## src/rtl/chase_pkg.sv

```systemverilog
// Shared definitions for the light-chaser receive-side monitor.
package chase_pkg;

  localparam int unsigned DEF_N_LEDS = 6;
  localparam int unsigned DEF_DWELL  = 4;
  localparam int unsigned DEF_LAP_W  = 8;
  localparam int unsigned POS_W      = 3;

  // SEARCH waits for a clean one-hot sample; TRACK follows the rotation.
  typedef enum logic [0:0] {
    SEARCH = 1'b0,
    TRACK  = 1'b1
  } state_e;

  // Successor lamp index in rotation order, wrapping after n-1.
  function automatic logic [POS_W-1:0] next_pos(input logic [POS_W-1:0] p,
                                                 input int unsigned     n);
    if ((32'(p) + 32'd1) >= n) return POS_W'(0);
    return p + POS_W'(1);
  endfunction

endpackage

```

## src/rtl/chase_onehot_dec.sv

```systemverilog
// Combinational decode of the lamp bus into a legality flag and lit index.
module chase_onehot_dec
  import chase_pkg::*;
#(
  parameter int unsigned N_LEDS = DEF_N_LEDS
) (
  input  logic [N_LEDS:0]  l,
  output logic             is_onehot,
  output logic [POS_W-1:0] idx
);

  logic seen;
  logic multi;

  // Scan active lamps: track whether any and more than one are lit, OR in index.
  always_comb begin
    seen  = 1'b0;
    multi = 1'b0;
    idx   = '0;
    for (int i = 0; i < int'(N_LEDS); i++) begin
      if (l[i]) begin
        if (seen) multi = 1'b1;
        seen = 1'b1;
        idx  = idx | POS_W'(i);
      end
    end
    // The spare top bit must never be driven by a healthy chaser.
    is_onehot = seen & ~multi & ~l[N_LEDS];
  end

endmodule

```

## src/rtl/chase_monitor.sv

```systemverilog
// Observes the chaser lamp bus: checks encoding, rotation order and dwell,
// and counts completed laps.
module chase_monitor
  import chase_pkg::*;
#(
  parameter int unsigned N_LEDS = DEF_N_LEDS,
  parameter int unsigned DWELL  = DEF_DWELL,
  parameter int unsigned LAP_W  = DEF_LAP_W
) (
  input  logic             clk,
  input  logic             reset,
  input  logic             enable,
  input  logic [N_LEDS:0]  l,
  output logic [POS_W-1:0] pos,
  output logic             locked,
  output logic             step,
  output logic [LAP_W-1:0] lap_count,
  output logic             err_pulse,
  output logic             err_onehot,
  output logic             err_order,
  output logic             err_dwell
);

  // Counter must be able to hold DWELL+1, the stall detection value.
  localparam int unsigned      DCNT_W     = $clog2(DWELL + 2);
  localparam logic [DCNT_W-1:0] DCNT_ONE   = DCNT_W'(1);
  localparam logic [DCNT_W-1:0] DCNT_DWELL = DCNT_W'(DWELL);
  localparam logic [DCNT_W-1:0] DCNT_MAX   = DCNT_W'(DWELL + 1);
  localparam logic [POS_W-1:0]  LAST_POS   = POS_W'(N_LEDS - 1);
  localparam logic [LAP_W-1:0]  LAP_MAX    = {LAP_W{1'b1}};

  state_e              state_q;
  state_e              state_d;
  logic [DCNT_W-1:0]   dcnt_q;
  logic [DCNT_W-1:0]   dcnt_d;
  logic                first_q;
  logic                first_d;
  logic [POS_W-1:0]    pos_d;
  logic [LAP_W-1:0]    lap_d;
  logic                locked_d;
  logic                step_d;
  logic                err_pulse_d;
  logic                err_onehot_d;
  logic                err_order_d;
  logic                err_dwell_d;

  logic                is_onehot;
  logic [POS_W-1:0]    idx;

  chase_onehot_dec #(
    .N_LEDS (N_LEDS)
  ) u_dec (
    .l         (l),
    .is_onehot (is_onehot),
    .idx       (idx)
  );

  // Next-state and next-output decode; everything holds while enable is low.
  always_comb begin
    state_d      = state_q;
    dcnt_d       = dcnt_q;
    first_d      = first_q;
    pos_d        = pos;
    lap_d        = lap_count;
    step_d       = 1'b0;
    err_pulse_d  = 1'b0;
    err_onehot_d = err_onehot;
    err_order_d  = err_order;
    err_dwell_d  = err_dwell;

    if (enable) begin
      case (state_q)
        SEARCH: begin
          if (is_onehot) begin
            // Phase of the first lamp is unknown, so its dwell is not judged.
            state_d = TRACK;
            pos_d   = idx;
            dcnt_d  = DCNT_ONE;
            first_d = 1'b1;
          end else begin
            err_onehot_d = 1'b1;
            err_pulse_d  = 1'b1;
          end
        end
        TRACK: begin
          if (!is_onehot) begin
            err_onehot_d = 1'b1;
            err_pulse_d  = 1'b1;
            state_d      = SEARCH;
          end else if (idx == pos) begin
            if (dcnt_q != DCNT_MAX) dcnt_d = dcnt_q + DCNT_ONE;
            if (dcnt_d == DCNT_MAX) begin
              err_dwell_d = 1'b1;
              err_pulse_d = 1'b1;
              state_d     = SEARCH;
            end
          end else if (idx == next_pos(pos, N_LEDS)) begin
            // A badly timed step is flagged but still followed.
            step_d  = 1'b1;
            pos_d   = idx;
            dcnt_d  = DCNT_ONE;
            first_d = 1'b0;
            if (!first_q && (dcnt_q != DCNT_DWELL)) begin
              err_dwell_d = 1'b1;
              err_pulse_d = 1'b1;
            end
            if ((pos == LAST_POS) && (lap_count != LAP_MAX)) begin
              lap_d = lap_count + LAP_W'(1);
            end
          end else begin
            err_order_d = 1'b1;
            err_pulse_d = 1'b1;
            state_d     = SEARCH;
          end
        end
        default: state_d = SEARCH;
      endcase
    end

    locked_d = (state_d == TRACK);
  end

  // State and output registers, cleared by synchronous reset.
  always_ff @(posedge clk) begin
    if (reset) begin
      state_q    <= SEARCH;
      dcnt_q     <= '0;
      first_q    <= 1'b0;
      pos        <= '0;
      lap_count  <= '0;
      locked     <= 1'b0;
      step       <= 1'b0;
      err_pulse  <= 1'b0;
      err_onehot <= 1'b0;
      err_order  <= 1'b0;
      err_dwell  <= 1'b0;
    end else begin
      state_q    <= state_d;
      dcnt_q     <= dcnt_d;
      first_q    <= first_d;
      pos        <= pos_d;
      lap_count  <= lap_d;
      locked     <= locked_d;
      step       <= step_d;
      err_pulse  <= err_pulse_d;
      err_onehot <= err_onehot_d;
      err_order  <= err_order_d;
      err_dwell  <= err_dwell_d;
    end
  end

endmodule

```

## config.mk

```make
export PLATFORM = sky130hd
export DESIGN_NAME = chase_monitor
export DESIGN_NICKNAME = d
export VERILOG_FILES = /design/src/rtl/chase_pkg.sv /design/src/rtl/chase_onehot_dec.sv /design/src/rtl/chase_monitor.sv
export SDC_FILE = /design/constraint.sdc
export NUM_CORES = 1
export LEC_CHECK = 0
export ABC_AREA = 1
export BUFFER_PORTS_ARGS = -buffer_cell sky130_fd_sc_hd__buf_2
export CORE_MARGIN = 1
export CORE_UTILIZATION = 30
export DETAILED_ROUTE_END_ITERATION = 8
export HOLD_SLACK_MARGIN = 0.1
export PLACE_DENSITY_LB_ADDON = 0.15
export SYNTH_ARGS = -nofsm -noshare
export SYNTH_HDL_FRONTEND = slang
export SYNTH_SLANG_ARGS = --single-unit
```

## constraint.sdc

```tcl
create_clock -name clk -period 2.9 [get_ports clk]
set_clock_uncertainty 0.05 [all_clocks]
set_input_delay 0.435 -clock clk [delete_from_list [all_inputs] [get_ports clk]]
set_output_delay 0.435 -clock clk [all_outputs]
set_load 0.005 [all_outputs]
```

== Word-level counts from Yosys, hierarchy flattened ==
Index checks and enable logic that the tools add are counted.
Word-level totals
  bits in registers: 21
  input bits: 10
  output and inout bits: 17
  logic and storage cells: 120
Operators by class
  add/subtract/negate cells: 4
  magnitude comparators: 1
  equal/unequal tests: 13
  mux-type cells: 70
  bitwise gates (word level): 9
  reductions and logical operators: 13
Operators by type and width (count)
  3-bit 2-to-1 mux: 21
  1-bit 2-to-1 mux: 42
  3-bit case mux with 2 select lines: 2
  6-bit AND reduction: 2
  5-bit AND reduction: 2
  8-bit by 1-bit adder with 8-bit output (second input constant): 1
  8-bit != test (second input constant): 1
  1-bit inverter: 7
  3-bit by 1-bit adder with 3-bit output (second input constant): 2
  3-bit == test: 2
  3-bit == test (second input constant): 2
  2-bit by 1-bit != test with 1-bit output (second input constant): 3
  3-bit != test (second input constant): 2
  1-bit case mux with 2 select lines: 3
  5-bit OR reduction: 1
  3-bit by 1-bit adder with 4-bit output (second input constant): 1
  4-bit by 3-bit >= comparator with 1-bit output (second input constant): 1
  2-bit 2-to-1 mux: 2
  2-bit != test (second input constant): 2
  4-bit AND reduction: 1
  2-bit nonzero test: 2
  3-bit by 1-bit != test with 1-bit output (second input constant): 1
  1-bit AND: 2
  1-bit logical AND: 2
  other kinds (3): 3

== Logic depth before layout (Yosys ltp) ==
Gate-level depths: netlist of the first run.
  word-level depth: 27
  mapped depth: 14

== Hierarchy ==
Synthesis of the first run repeated with hierarchy kept, for this count alone.
Unflattened totals
  cells, all modules: 209
  area, all modules: 1393.8 um2
By module, submodules not included
  chase_monitor: times used 1, cells each 189, area each 1310.0 um2, sequential area each 420.4 um2
  chase_onehot_dec: times used 1, cells each 20, area each 83.8 um2, sequential area each 0.0 um2

== Worst setup path before layout of the first run ==
Ideal clock, no wire load.
  path type: register to register
  start point: register pos[1]
  end point: register first_q
  library setup time: 0.115 ns
  arrival time: 1.503 ns
  data required time: 2.735 ns
  path slack: 1.232 ns
  stages on the path, launching flop included: 14
  buffers on the path: 0
  clock period less this slack: 1.668 ns
  cell sequence: dfxtp_1 -> inv_1 -> ha_1 -> inv_1 -> nand2_1 -> nand3_2 -> nand2_4 -> nand2_4 -> nor2_8 -> nand2_4 -> nand2_4 -> nand3_1 -> nand2_1 -> nor2_1
Between the ends
  longest elaborated chain between the ends: 15
RTL lines
  start: declaration: line chase_monitor.sv:14  | output logic [POS_W-1:0] pos,
  start signal: assignment: line chase_monitor.sv:141  | pos <= pos_d;
  3-bit by 1-bit adder with 4-bit output: line chase_pkg.sv:18  | if ((32'(p) + 32'd1) >= n) return POS_W'(0);
  4-bit by 3-bit >= comparator with 1-bit output: line chase_pkg.sv:18
  1-bit 2-to-1 mux: line chase_pkg.sv:18
  1-bit 2-to-1 mux: line chase_monitor.sv:90  | end else if (idx == pos) begin
  1-bit 2-to-1 mux: line chase_monitor.sv:86  | if (!is_onehot) begin
  1-bit 2-to-1 mux: line chase_monitor.sv:72  | case (state_q)
  1-bit 2-to-1 mux: line chase_monitor.sv:71  | if (enable) begin
  3-bit 2-to-1 mux: line chase_pkg.sv:19  | return p + POS_W'(1);
  3-bit 2-to-1 mux: line chase_monitor.sv:90
  3-bit 2-to-1 mux: line chase_monitor.sv:86
  3-bit 2-to-1 mux: line chase_monitor.sv:72
  3-bit 2-to-1 mux: line chase_monitor.sv:71
  3-bit == test: line chase_monitor.sv:97  | end else if (idx == next_pos(pos, N_LEDS)) begin
  2-bit by 1-bit != test with 1-bit output (no source line)
  5-bit AND reduction (no source line) (*)
  end signal: assignment: line chase_monitor.sv:140  | first_q <= first_d;
  end: declaration: line chase_monitor.sv:36  | logic first_q;
Every way passes the cells marked *; elsewhere a longest branch is shown, timed or not. The select of a mux whose other input is x is not followed.
A chain may end at the register's enable or synchronous reset.

== Final worst setup path of the first run ==
  start point: register pos[1]
  end point: register pos[0]
Between the ends
  longest elaborated chain between the ends: 15
RTL lines (line)
  3-bit by 1-bit adder with 4-bit output: chase_pkg.sv:18
  4-bit by 3-bit >= comparator with 1-bit output: chase_pkg.sv:18
  1-bit 2-to-1 mux: chase_pkg.sv:18
  1-bit 2-to-1 mux: chase_monitor.sv:90
  1-bit 2-to-1 mux: chase_monitor.sv:86
  1-bit 2-to-1 mux: chase_monitor.sv:72
  1-bit 2-to-1 mux: chase_monitor.sv:71
  3-bit 2-to-1 mux: chase_pkg.sv:19
  3-bit 2-to-1 mux: chase_monitor.sv:90
  3-bit 2-to-1 mux: chase_monitor.sv:86
  3-bit 2-to-1 mux: chase_monitor.sv:72
  3-bit 2-to-1 mux: chase_monitor.sv:71
  3-bit == test: chase_monitor.sv:97
  2-bit by 1-bit != test with 1-bit output (no source line)
  5-bit AND reduction (no source line) (*)
Marks and branches as above.

==> flow_metrics.env, run 1 <==
export IMPL_outcome="finished clean"
export IMPL_ys_flop_type="dfxtp_1"
export IMPL_drtPass1Iterations=4
export IMPL_comb_power_share_pct=15.2
export IMPL_layout_nets=265
export IMPL_path_cells="inv_1, ha_1, inv_1, nand2_1, nand3_2, nand2_4, nand2_4, nor2_8, nand2_4, nand2_4, nand3_1, nand2_1, nor2_1"
export IMPL_synth_top_area_share_pct=27.7
export IMPL_vias=1404
export IMPL_area_growth_pct=16.4
export IMPL_io_buffers=26
export IMPL_dieArea_sq_um=5350
export IMPL_root_buffer="clkbuf_8"
export IMPL_hpwl_microns=2470
export IMPL_ir_drop_mv=0.260
export IMPL_worst_pin_slew_ns=0.544
export IMPL_synth_edff_count=0
export IMPL_clockBufferDepth=2
export IMPL_pwr_share_seq_pct=51.2
export IMPL_syn_area_per_cell_sq_um=6.90
export IMPL_hold_end="err_dwell"
export IMPL_cts_buffers=3
export IMPL_diodes=0
export IMPL_hold_viol_final=0
export IMPL_power_switching_mw=0.165
export IMPL_drive_gt1_share_pct=26.2
export IMPL_intPower_mw=0.419
export IMPL_insertion_delay_ns=0.26
export IMPL_postCtsSetupRepairBufs=0
export IMPL_layout_min_cycle_time_ns=1.88
export IMPL_rrSetupSlack_ns=1.02
export IMPL_cp_max_fo=10
export IMPL_gp_congestion=0.795
export IMPL_drv_cap=0
export IMPL_synth_fp_nets=236
export IMPL_critPathKind="flop to flop"
export IMPL_swShare_pct=28.3
export IMPL_h_tree_depth=1
export IMPL_synthTopCellsByArea="dfxtp_1, nand2_1, a21oi_1"
export IMPL_ctsResizeCount=0
export IMPL_die_x_microns=73.2
export IMPL_synth_most_common_cell="nand2_1"
export IMPL_worstPathArrival_ns=1.99
export IMPL_min_from="err_dwell"
export IMPL_holdPathStages=2
export IMPL_yosysUniqueCellTypes=26
export IMPL_synthTopCellsByCount="nand2_1, a21oi_1, inv_1, dfxtp_1, nor2_1"
export IMPL_rows=25
export IMPL_syn_inst=220
export IMPL_fmax_mhz=532
export IMPL_worst_r2r_path_depth=13
export IMPL_fin_setup_tns_ns=0
export IMPL_postRouteAntennaNets=0
export IMPL_final_core_util_pct=36.9
export IMPL_clockPowerShare_pct=33.7
export IMPL_ys_ff_latch=21
export IMPL_slew_violations=0
export IMPL_grt_total_usage_pct=13.3
export IMPL_rr_endpoint="pos[0]"
export IMPL_synth_largest_area_cell="dfxtp_1"
export IMPL_ys_seq_area_share_pct=27.7
export IMPL_cp_slowest_cell="dfxtp_1"
export IMPL_r2r_start="pos[1]"
export IMPL_relSlewSlack_pct=63.6
export IMPL_coreArea_sq_um=4790
export IMPL_final_cells=315
export IMPL_grt_setup_unrepaired="false"
export IMPL_antenna_found_initial=0
export IMPL_syn_area_sq_um=1520
export IMPL_hold_buffers=0
export IMPL_cts_clk_slew_worst_paths_ns=0.08
export IMPL_die_h_microns=73.2
export IMPL_io_pin_count=27
export IMPL_dp_slack_ns=1.00
export IMPL_grt_pass1_vias=1247
export IMPL_wire_per_inst_microns=10.4
export IMPL_worst_slack_ns=1.02
export IMPL_vias_per_cell=4.46
export IMPL_fin_crit_sh_pct=64.8
export IMPL_grt_max_degree=16
export IMPL_drt_wl_total_microns=3270
export IMPL_drtIter0Drc=48
export IMPL_cts_tree="yes"
export IMPL_p_leak_nw=0.844
export IMPL_initial_core_util_pct=31.7
export IMPL_cp_slowest_stage_delay_ns=0.45
export IMPL_cts_sinks=21
export IMPL_async_flop_share_pct=0
export IMPL_overflow=0
export IMPL_min_path_type="flop to flop"
export IMPL_startpoint="pos[1]"
export IMPL_post_route_drc_count=0
export IMPL_dp_cells=311
export IMPL_worstSetupStartpointType="flop"
export IMPL_end_kind="flop"
export IMPL_fin_total_pwr_mw=0.583
export IMPL_cp_common_cell="nand2_4"
export IMPL_grt_pass1_wl_microns=5530
export IMPL_power_density_nw_per_um2=330
export IMPL_setup_viol=0
export IMPL_cp_required_ns=3.01
export IMPL_yosysWarnings=0
## through the flow
stage | hold slack (ns) | area, sq um
final | 0.401 | 1770
after global routing | 0.418 | 1770
after CTS | 0.404 | 1770
after detailed placement | 0.391 | 1720
after global placement | 0.386 | 1720
after floorplan | 0.397 | 1520
## worst max-delay path, delay by kind of cell (launching register included)
kind	cells	cell delay (ns)
fa+ha+maj	1	0.27
simple gates	10	0.87
flops	1	0.45
buf+inv	2	0.14
## worst max-delay path by stage
stage | slack (ns) | to
detailed placement | 1.00 | pos[2]
floorplan | 1.23 | first_q
global route | 0.84 | first_q
global placement | 1.02 | pos[2]
finish | 1.02 | pos[0]
CTS | 1.00 | pos[2]
## kinds of logic after synthesis
kind of cell / after synthesis / share of synthesized area (%)
AO/OA/AOI/OAI: 27 / 9.39
AND/OR/NAND/NOR: 128 / 46.0
XOR/XNOR: 7 / 4.04
adder cells (fa/ha/maj): 6 / 4.94
buffers and inverters: 31 / 7.91
flip-flops: 21 / 27.7
## layout make-up
type / count / area (sq um)
repair buffers: 26 / 130
multi-input cells: 168 / 978
fillers: 513 / 3020
inverters: 29 / 109
clock inverters: 1 / 5.00
well taps: 67 / 83.8
flip-flops and latches: 21 / 420
clock buffers: 3 / 41.3
## state kept, by name, indices dropped and copies added (netlist names)
register / cells
dcnt_q: 3
err_dwell: 1
err_onehot: 1
err_order: 1
err_pulse: 1
first_q: 1
lap_count: 8
pos: 3
state_q: 1
step: 1
## routing by layer
layer	wire (microns)	global-route usage [%]	vias to the layer above
met2	1430	21.7	30
met3	108	2.90	2
met4	28	3.92	0
met1	1710	17.6	602
met5	0	0	-
li1	-	-	770
## placed cells by master, fill, tap and decap left out, drive strengths merged, types with 2 or more instances in the layout
master and n:
xor2 6, nor2 25, nand2 69, nand4 10, dfxtp 21, o21ai 2, a21oi 24, inv 29
clkbuf 3, nand3 19, nor3 2, buf 26, ha 6
## power groups by stage
stage	clock, mW	sequential [mW]	combinational, mW
after floorplan	0	0.305	0.0645
after global placement	0	0.306	0.0903
after detailed placement	0	0.305	0.0894
after CTS	0.208	0.299	0.0897
after global routing	0.216	0.300	0.101
final	0.196	0.298	0.0886
Note: power is estimated with default switching activity, not from simulation.
==> inputs of run 2 (changes only) <==
clock period = 1.5 ns   (was 2.9 ns; I/O delays follow)
==> run 2 against run 1 <==
  * The run now ends with negative setup slack left
  * Cell area increased by 33%
  * Utilization up 12 points
  * Non-clock buffer count increased by 41
  * Cell count up 13%
  * Critical path depth is the same
  * Hold slack worse by 0.14 ns
  * Die area unchanged
  * Global-route usage grew 3.0 points
  * Sequential power is 92% higher
  * First-iteration DRC count down 52%
  * Via count grew 15%
  * Setup slack worse by 1.2 ns
==> flow_metrics.env, run 2 (synthesis gave the netlist of run 1 again) <==
export IMPL_drv_cap=0
export IMPL_vias=1618
export IMPL_cts_sinks=21
export IMPL_die_h_microns=73.2
export IMPL_violations="negative setup slack"
export IMPL_worstPathArrival_ns=1.76
export IMPL_final_core_util_pct=49.0
export IMPL_outcome="finished with violations"
export IMPL_holdPathStages=3
export IMPL_die_x_microns=73.2
export IMPL_path_cells="inv_4, ha_4, inv_2, nand2_2, nand3_2, nand2_4, nand2_4, nor2_8, nand2_4, nand2_8, nand3_2, nand2_1, nor2_1"
export IMPL_slew_violations=0
export IMPL_worst_r2r_path_depth=13
export IMPL_met3_usage_pct=3.31
export IMPL_use_met1_pct=20.0
export IMPL_holdWs_ns=0.259
export IMPL_grt_pass1_vias=1513
export IMPL_postRouteAntennaNets=0
export IMPL_cp_slowest_cell="dfxtp_4"
export IMPL_grt_total_usage_pct=16.3
export IMPL_area_growth_pct=54.3
export IMPL_cp_required_ns=1.61
export IMPL_rrSetupSlack_ns=-0.15
export IMPL_cp_max_fo=8
export IMPL_wire_per_inst_microns=11.3
export IMPL_grt_pass1_wl_microns=6730
export IMPL_r2r_start="pos[1]"
export IMPL_worst_pin_slew_ns=0.338
export IMPL_coreArea_sq_um=4790
export IMPL_drive_gt1_share_pct=52.6
export IMPL_worstSetupStartpointType="flop"
export IMPL_layout_min_cycle_time_ns=1.65
export IMPL_diodes=0
export IMPL_grt_met2_usage_pct=28.8
export IMPL_grt_max_degree=16
export IMPL_cp_common_cell="nand2_4"
export IMPL_overflow=0
export IMPL_io_buffers=26
export IMPL_worst_slack_ns=-0.147
export IMPL_min_from="enable"
export IMPL_end_kind="flop"
export IMPL_clockBufferDepth=2
export IMPL_critPathKind="flop to flop"
export IMPL_post_route_drc_count=0
export IMPL_setup_viol=18
export IMPL_insertion_delay_ns=0.27
export IMPL_drtPass1Iterations=4
export IMPL_dp_slack_ns=-0.192
export IMPL_power_density_nw_per_um2=513
export IMPL_fillers=492
export IMPL_min_path_type="input pin to flop"
export IMPL_drt_wl_total_microns=4030
export IMPL_vias_per_cell=4.54
export IMPL_initial_core_util_pct=31.7
export IMPL_ir_drop_mv=0.528
export IMPL_grt_setup_unrepaired="true"
export IMPL_drtIter0Drc=23
export IMPL_mostFrequentLayoutCells="nand2_1, buf_4, buf_2, a21oi_1"
export IMPL_fin_setup_tns_ns=-1.74
export IMPL_cts_buffers=3
export IMPL_hold_viol_final=0
export IMPL_cts_tree="yes"
export IMPL_gp_congestion=0.731
export IMPL_relSlewSlack_pct=77.4
export IMPL_top_register="lap_count"
export IMPL_rows=25
export IMPL_io_pin_count=27
export IMPL_layout_commonest_cell="nand2_1"
export IMPL_grt_busiest_layer="met2"
export IMPL_fin_crit_sh_pct=110
export IMPL_largest_reg_flops=8
export IMPL_rr_endpoint="pos[0]"
export IMPL_cp_slowest_stage_delay_ns=0.39
export IMPL_largestRegisters="lap_count: 8 flops, dcnt_q: 3 flops, pos: 3 flops"
export IMPL_layout_nets=306
export IMPL_hold_end="step"
export IMPL_fmax_mhz=607
export IMPL_antenna_found_initial=0
export IMPL_dieArea_sq_um=5350
export IMPL_p_leak_nw=1.13
export IMPL_h_tree_depth=1
export IMPL_cts_clk_slew_worst_paths_ns=0.08
export IMPL_hpwl_microns=2920
export IMPL_root_buffer="clkbuf_8"
-- run 2: changes by cell type in the layout (fill, tap and decap cells not counted), sizes merged --
| cell | change |
|---|---|
| buf | +41 |
-- run 2: worst max path at each step --
| stage | from | to | slack (ns) | cells past startpoint |
|---|---|---|---|---|
| detailed placement | pos[1] | lap_count[0] | -0.19 | 11 |
| finish | pos[1] | pos[0] | -0.15 | 13 |
| CTS | pos[1] | pos[1] | -0.19 | 13 |
| global placement | l[3] | pos[2] | -0.20 | 11 |
| floorplan | pos[1] | first_q | -0.10 | 13 |
| global route | pos[0] | first_q | -0.26 | 14 |
-- run 2: layout make-up --
type	instances	area [sq um]	share of cell area, %
repair buffers	67	462	19.7
clock inverters	1	5.00	0.214
inverters	29	114	4.86
clock buffers	3	41.3	1.76
flip-flops and latches	21	438	18.7
multi-input cells	168	1200	51.2
well taps	67	83.8	3.58
-- run 2: critical path: cells and delay by family (launching register included) --
| kind | cells | cell delay, ns |
|---|---|---|
| and+or+nand+nor | 10 | 0.76 |
| DFF | 1 | 0.39 |
| buffers and inverters | 2 | 0.08 |
| adders and majority gates | 1 | 0.25 |
-- run 2: report_power, final --
group          internal [mW]  leakage (nW)  switching (mW)  total [mW]
combinational          0.103         0.935           0.146       0.249
clock                  0.185        0.0255           0.195       0.380
sequential             0.562         0.174          0.0112       0.573
-- run 2: repair_timing --
| action | CTS | global route |
|---|---|---|
| pin swaps | 24 | 25 |
| hold buffers | 0 | 0 |
| buffers inserted | 3 | 5 |
| gates resized for setup | 26 | 29 |
| endpoints found under the setup margin | 18 | 19 |
-- run 2: through the flow --
step | cell area, sq um | total power, mW | instances
after global routing | 2340 | 1.26 | 356
after detailed placement | 2030 | 0.801 | 344
final | 2340 | 1.20 | 356
after global placement | 2030 | 0.800 | 344
after CTS | 2200 | 1.21 | 351
after floorplan | 1570 | 0.716 | 220
-- run 2: per-layer routing --
layer,vias to the layer above,share of wire [%]
met2,20,50
met3,4,3.2
met4,0,1.1
li1,852,-
met1,742,46
met5,-,0
==> inputs of run 3 (changes only) <==
ABC_AREA = unset   (was 1)
CORE_ASPECT_RATIO = 1.1   (was unset)
SLEW_MARGIN = 40   (was unset)
==> run 3 against run 2 <==
  * The run still ends with negative setup slack left
  * Total power is 8.5% lower
  * Global-route usage is 1.0 points higher
  * Hold slack worse by 0.10 ns
  * Routed wire length is 8.2% lower
  * Maximum frequency is 26% lower
  * Non-clock buffer count is 15 higher
  * Critical path depth is 5 lower
  * Combinational power is 36% lower
  * Die area is 15% lower
  * Largest power group unchanged
==> flow_metrics.env, run 3 <==
export IMPL_syn_inst=150
export IMPL_worstSetupStartpointType="flop"
export IMPL_holdWs_ns=0.157
export IMPL_power_switching_mw=0.276
export IMPL_ir_drop_mv=0.501
export IMPL_diodes=0
export IMPL_final_cells=285
export IMPL_synth_adder_area_share_pct=5.84
export IMPL_syn_area_sq_um=1290
export IMPL_post_route_drc_count=0
export IMPL_overflow=0
export IMPL_clockPowerShare_pct=34.1
export IMPL_cp_required_ns=1.65
export IMPL_largestRegisters="lap_count: 8 flops, dcnt_q: 3 flops, pos: 3 flops"
export IMPL_relSlewSlack_pct=66.3
export IMPL_cp_max_fo=5
export IMPL_largest_reg_flops=8
export IMPL_gp_congestion=0.846
export IMPL_cp_common_cell="a21oi_2"
export IMPL_yosysUniqueCellTypes=43
export IMPL_synthTopCellsByCount="dfxtp_1, nor2_1, a21oi_1, inv_1"
export IMPL_drive_gt1_share_pct=50.6
export IMPL_coreArea_sq_um=4020
export IMPL_io_pin_count=27
export IMPL_layout_commonest_cell="buf_4"
export IMPL_comb_power_share_pct=14.6
export IMPL_min_path_type="input pin to flop"
export IMPL_rows=24
export IMPL_clockBufferDepth=2
export IMPL_root_buffer="clkbuf_8"
export IMPL_pwr_share_seq_pct=51.4
export IMPL_ys_seq_area_share_pct=32.7
export IMPL_cts_tree="yes"
export IMPL_initial_core_util_pct=32.0
export IMPL_setup_viol=20
export IMPL_final_core_util_pct=51.3
export IMPL_grt_max_degree=24
export IMPL_top_register="lap_count"
export IMPL_critPathKind="flop to flop"
export IMPL_synthTopCellsByArea="dfxtp_1, a21oi_1, ha_1"
export IMPL_drv_cap=0
export IMPL_postRouteAntennaNets=0
export IMPL_area_growth_pct=60.5
export IMPL_swShare_pct=25.1
export IMPL_ys_ff_latch=21
export IMPL_yosys_area_share_simple_pct=27.7
export IMPL_antenna_found_initial=0
export IMPL_hold_buffers=0
export IMPL_worst_slack_ns=-0.719
export IMPL_hold_viol_final=0
export IMPL_synth_fp_nets=166
export IMPL_cp_slowest_cell="or4_4"
export IMPL_worst_pin_slew_ns=0.503
export IMPL_cts_clk_slew_worst_paths_ns=0.08
export IMPL_power_density_nw_per_um2=533
export IMPL_syn_area_per_cell_sq_um=8.57
export IMPL_drtIter0Drc=30
export IMPL_ys_flop_type="dfxtp_1"
export IMPL_cp_slowest_stage_delay_ns=0.43
export IMPL_outcome="finished with violations"
export IMPL_insertion_delay_ns=0.26
export IMPL_wire_per_inst_microns=13.0
export IMPL_io_buffers=26
export IMPL_muxShareOfSynthArea_pct=3.99
export IMPL_synth_top_family_by_area="simple AND/OR/NAND/NOR gates"
export IMPL_cts_buffers=3
export IMPL_die_x_microns=64.4
export IMPL_drtPass1Iterations=4
export IMPL_synthXorXnorAreaFrac_pct=6.13
export IMPL_grt_setup_unrepaired="true"
export IMPL_h_tree_depth=1
export IMPL_cts_sinks=21
export IMPL_synth_compound_area_share_pct=20.1
export IMPL_startpoint="pos[0]"
export IMPL_worstPathArrival_ns=2.37
export IMPL_dp_cells=278
export IMPL_dp_slack_ns=-0.759
export IMPL_vias=1397
export IMPL_mostFrequentLayoutCells="buf_4, buf_2, nor2_1, dfxtp_1, a21oi_1"
export IMPL_grt_pass1_wl_microns=6270
export IMPL_grt_pass1_vias=1444
export IMPL_layout_nets=250
export IMPL_fin_crit_sh_pct=148
export IMPL_synth_most_common_cell="dfxtp_1"
export IMPL_path_cells="ha_4, or3b_1, a21oi_2, xnor2_2, a31oi_4, nand2_2, or4_4, a21oi_2"
export IMPL_die_h_microns=70.7
export IMPL_min_from="enable"
export IMPL_hpwl_microns=2830
export IMPL_synth_largest_area_cell="dfxtp_1"
export IMPL_synth_edff_count=0
export IMPL_async_flop_share_pct=0
export IMPL_violations="negative setup slack"
export IMPL_p_leak_nw=0.868
export IMPL_intPower_mw=0.824
export IMPL_vias_per_cell=4.90
export IMPL_drt_wl_total_microns=3700
export IMPL_slew_violations=0
export IMPL_fmax_mhz=451
export IMPL_dieArea_sq_um=4550
export IMPL_end_kind="flop"
export IMPL_yosysWarnings=0
export IMPL_layout_min_cycle_time_ns=2.22
export IMPL_synth_top_area_share_pct=32.7
export IMPL_grt_total_usage_pct=17.4
export IMPL_r2r_start="pos[0]"
-- run 3: cell count changes after synthesis, sizes merged, moves of 4 or more --
cell | previous run | this run
nand2 | 69 | 7
inv | 29 | 9
nand3 | 19 | 5
a21oi | 24 | 16
nand4 | 10 | 2
nor2 | 25 | 19
nor3 | 2 | 7
a311oi | 0 | 4
mux2i | 0 | 4
xnor2 | 1 | 5
-- run 3: path summary, 6_finish.rpt --
kind,end,slack (ns),depth (start not counted)
setup / recovery,lap_count[4],-0.72,8
hold reg to reg,err_dwell,0.41,2
setup reg to reg,lap_count[4],-0.72,8
hold / removal,err_onehot,0.16,3
-- run 3: final cells by class --
cell class	count	area [sq um]
tap	52	65.1
multi-input combinational	117	933
clock inverter	1	5.00
clock buffer	3	41.3
timing repair buffer	82	558
inverter	9	33.8
sequential	21	428
fill	398	1960
-- run 3: per-layer routing --
layer  vias to the layer above  share of wire (%)  global-route usage, %
met4                         0               0.92                   4.94
li1                        715                  -                      -
met5                         -                  0                      0
met2                        23                 56                   34.0
met3                         4                2.7                   2.42
met1                       655                 41                   18.9
-- run 3: repair_timing --
| item | in CTS | in global routing |
|---|---|---|
| setup endpoints to repair | 20 | 20 |
| buffers inserted | 2 | 1 |
| pin swaps | 8 | 5 |
| resized for setup | 12 | 7 |
-- run 3: cells by family after synthesis --
group / after synthesis
and+or+nand+nor: 60
AOI/OAI and AO/OA: 37
DFF: 21
buffers and inverters: 12
xor gates and xnor gates: 9
adders and majority gates: 6
muxes: 5
-- run 3: metrics by stage --
stage / cell area [sq um] / setup TNS (ns) / power, mW
finish: 2060 / -12.42 / 1.10
detailed placement: 1910 / -12.98 / 0.726
global placement: 1910 / -12.15 / 0.722
global route: 2060 / -14.92 / 1.16
CTS: 2020 / -12.28 / 1.11
floorplan: 1330 / -8.82 / 0.648
-- run 3: worst max-delay path: cells and delay by family (launching register included) --
kind / cells / cell delay (ns)
AOI/OAI and AO/OA: 3 / 0.57
DFF: 1 / 0.37
adders and majority gates: 1 / 0.17
and+or+nand+nor: 3 / 0.92
xor gates and xnor gates: 1 / 0.09
-- run 3: power groups by stage --
stage / clock network (mW) / registers [mW] / logic, mW
CTS: 0.392 / 0.565 / 0.156
global placement: 0 / 0.577 / 0.144
global route: 0.420 / 0.566 / 0.175
floorplan: 0 / 0.580 / 0.0680
detailed placement: 0 / 0.578 / 0.148
finish: 0.375 / 0.565 / 0.160
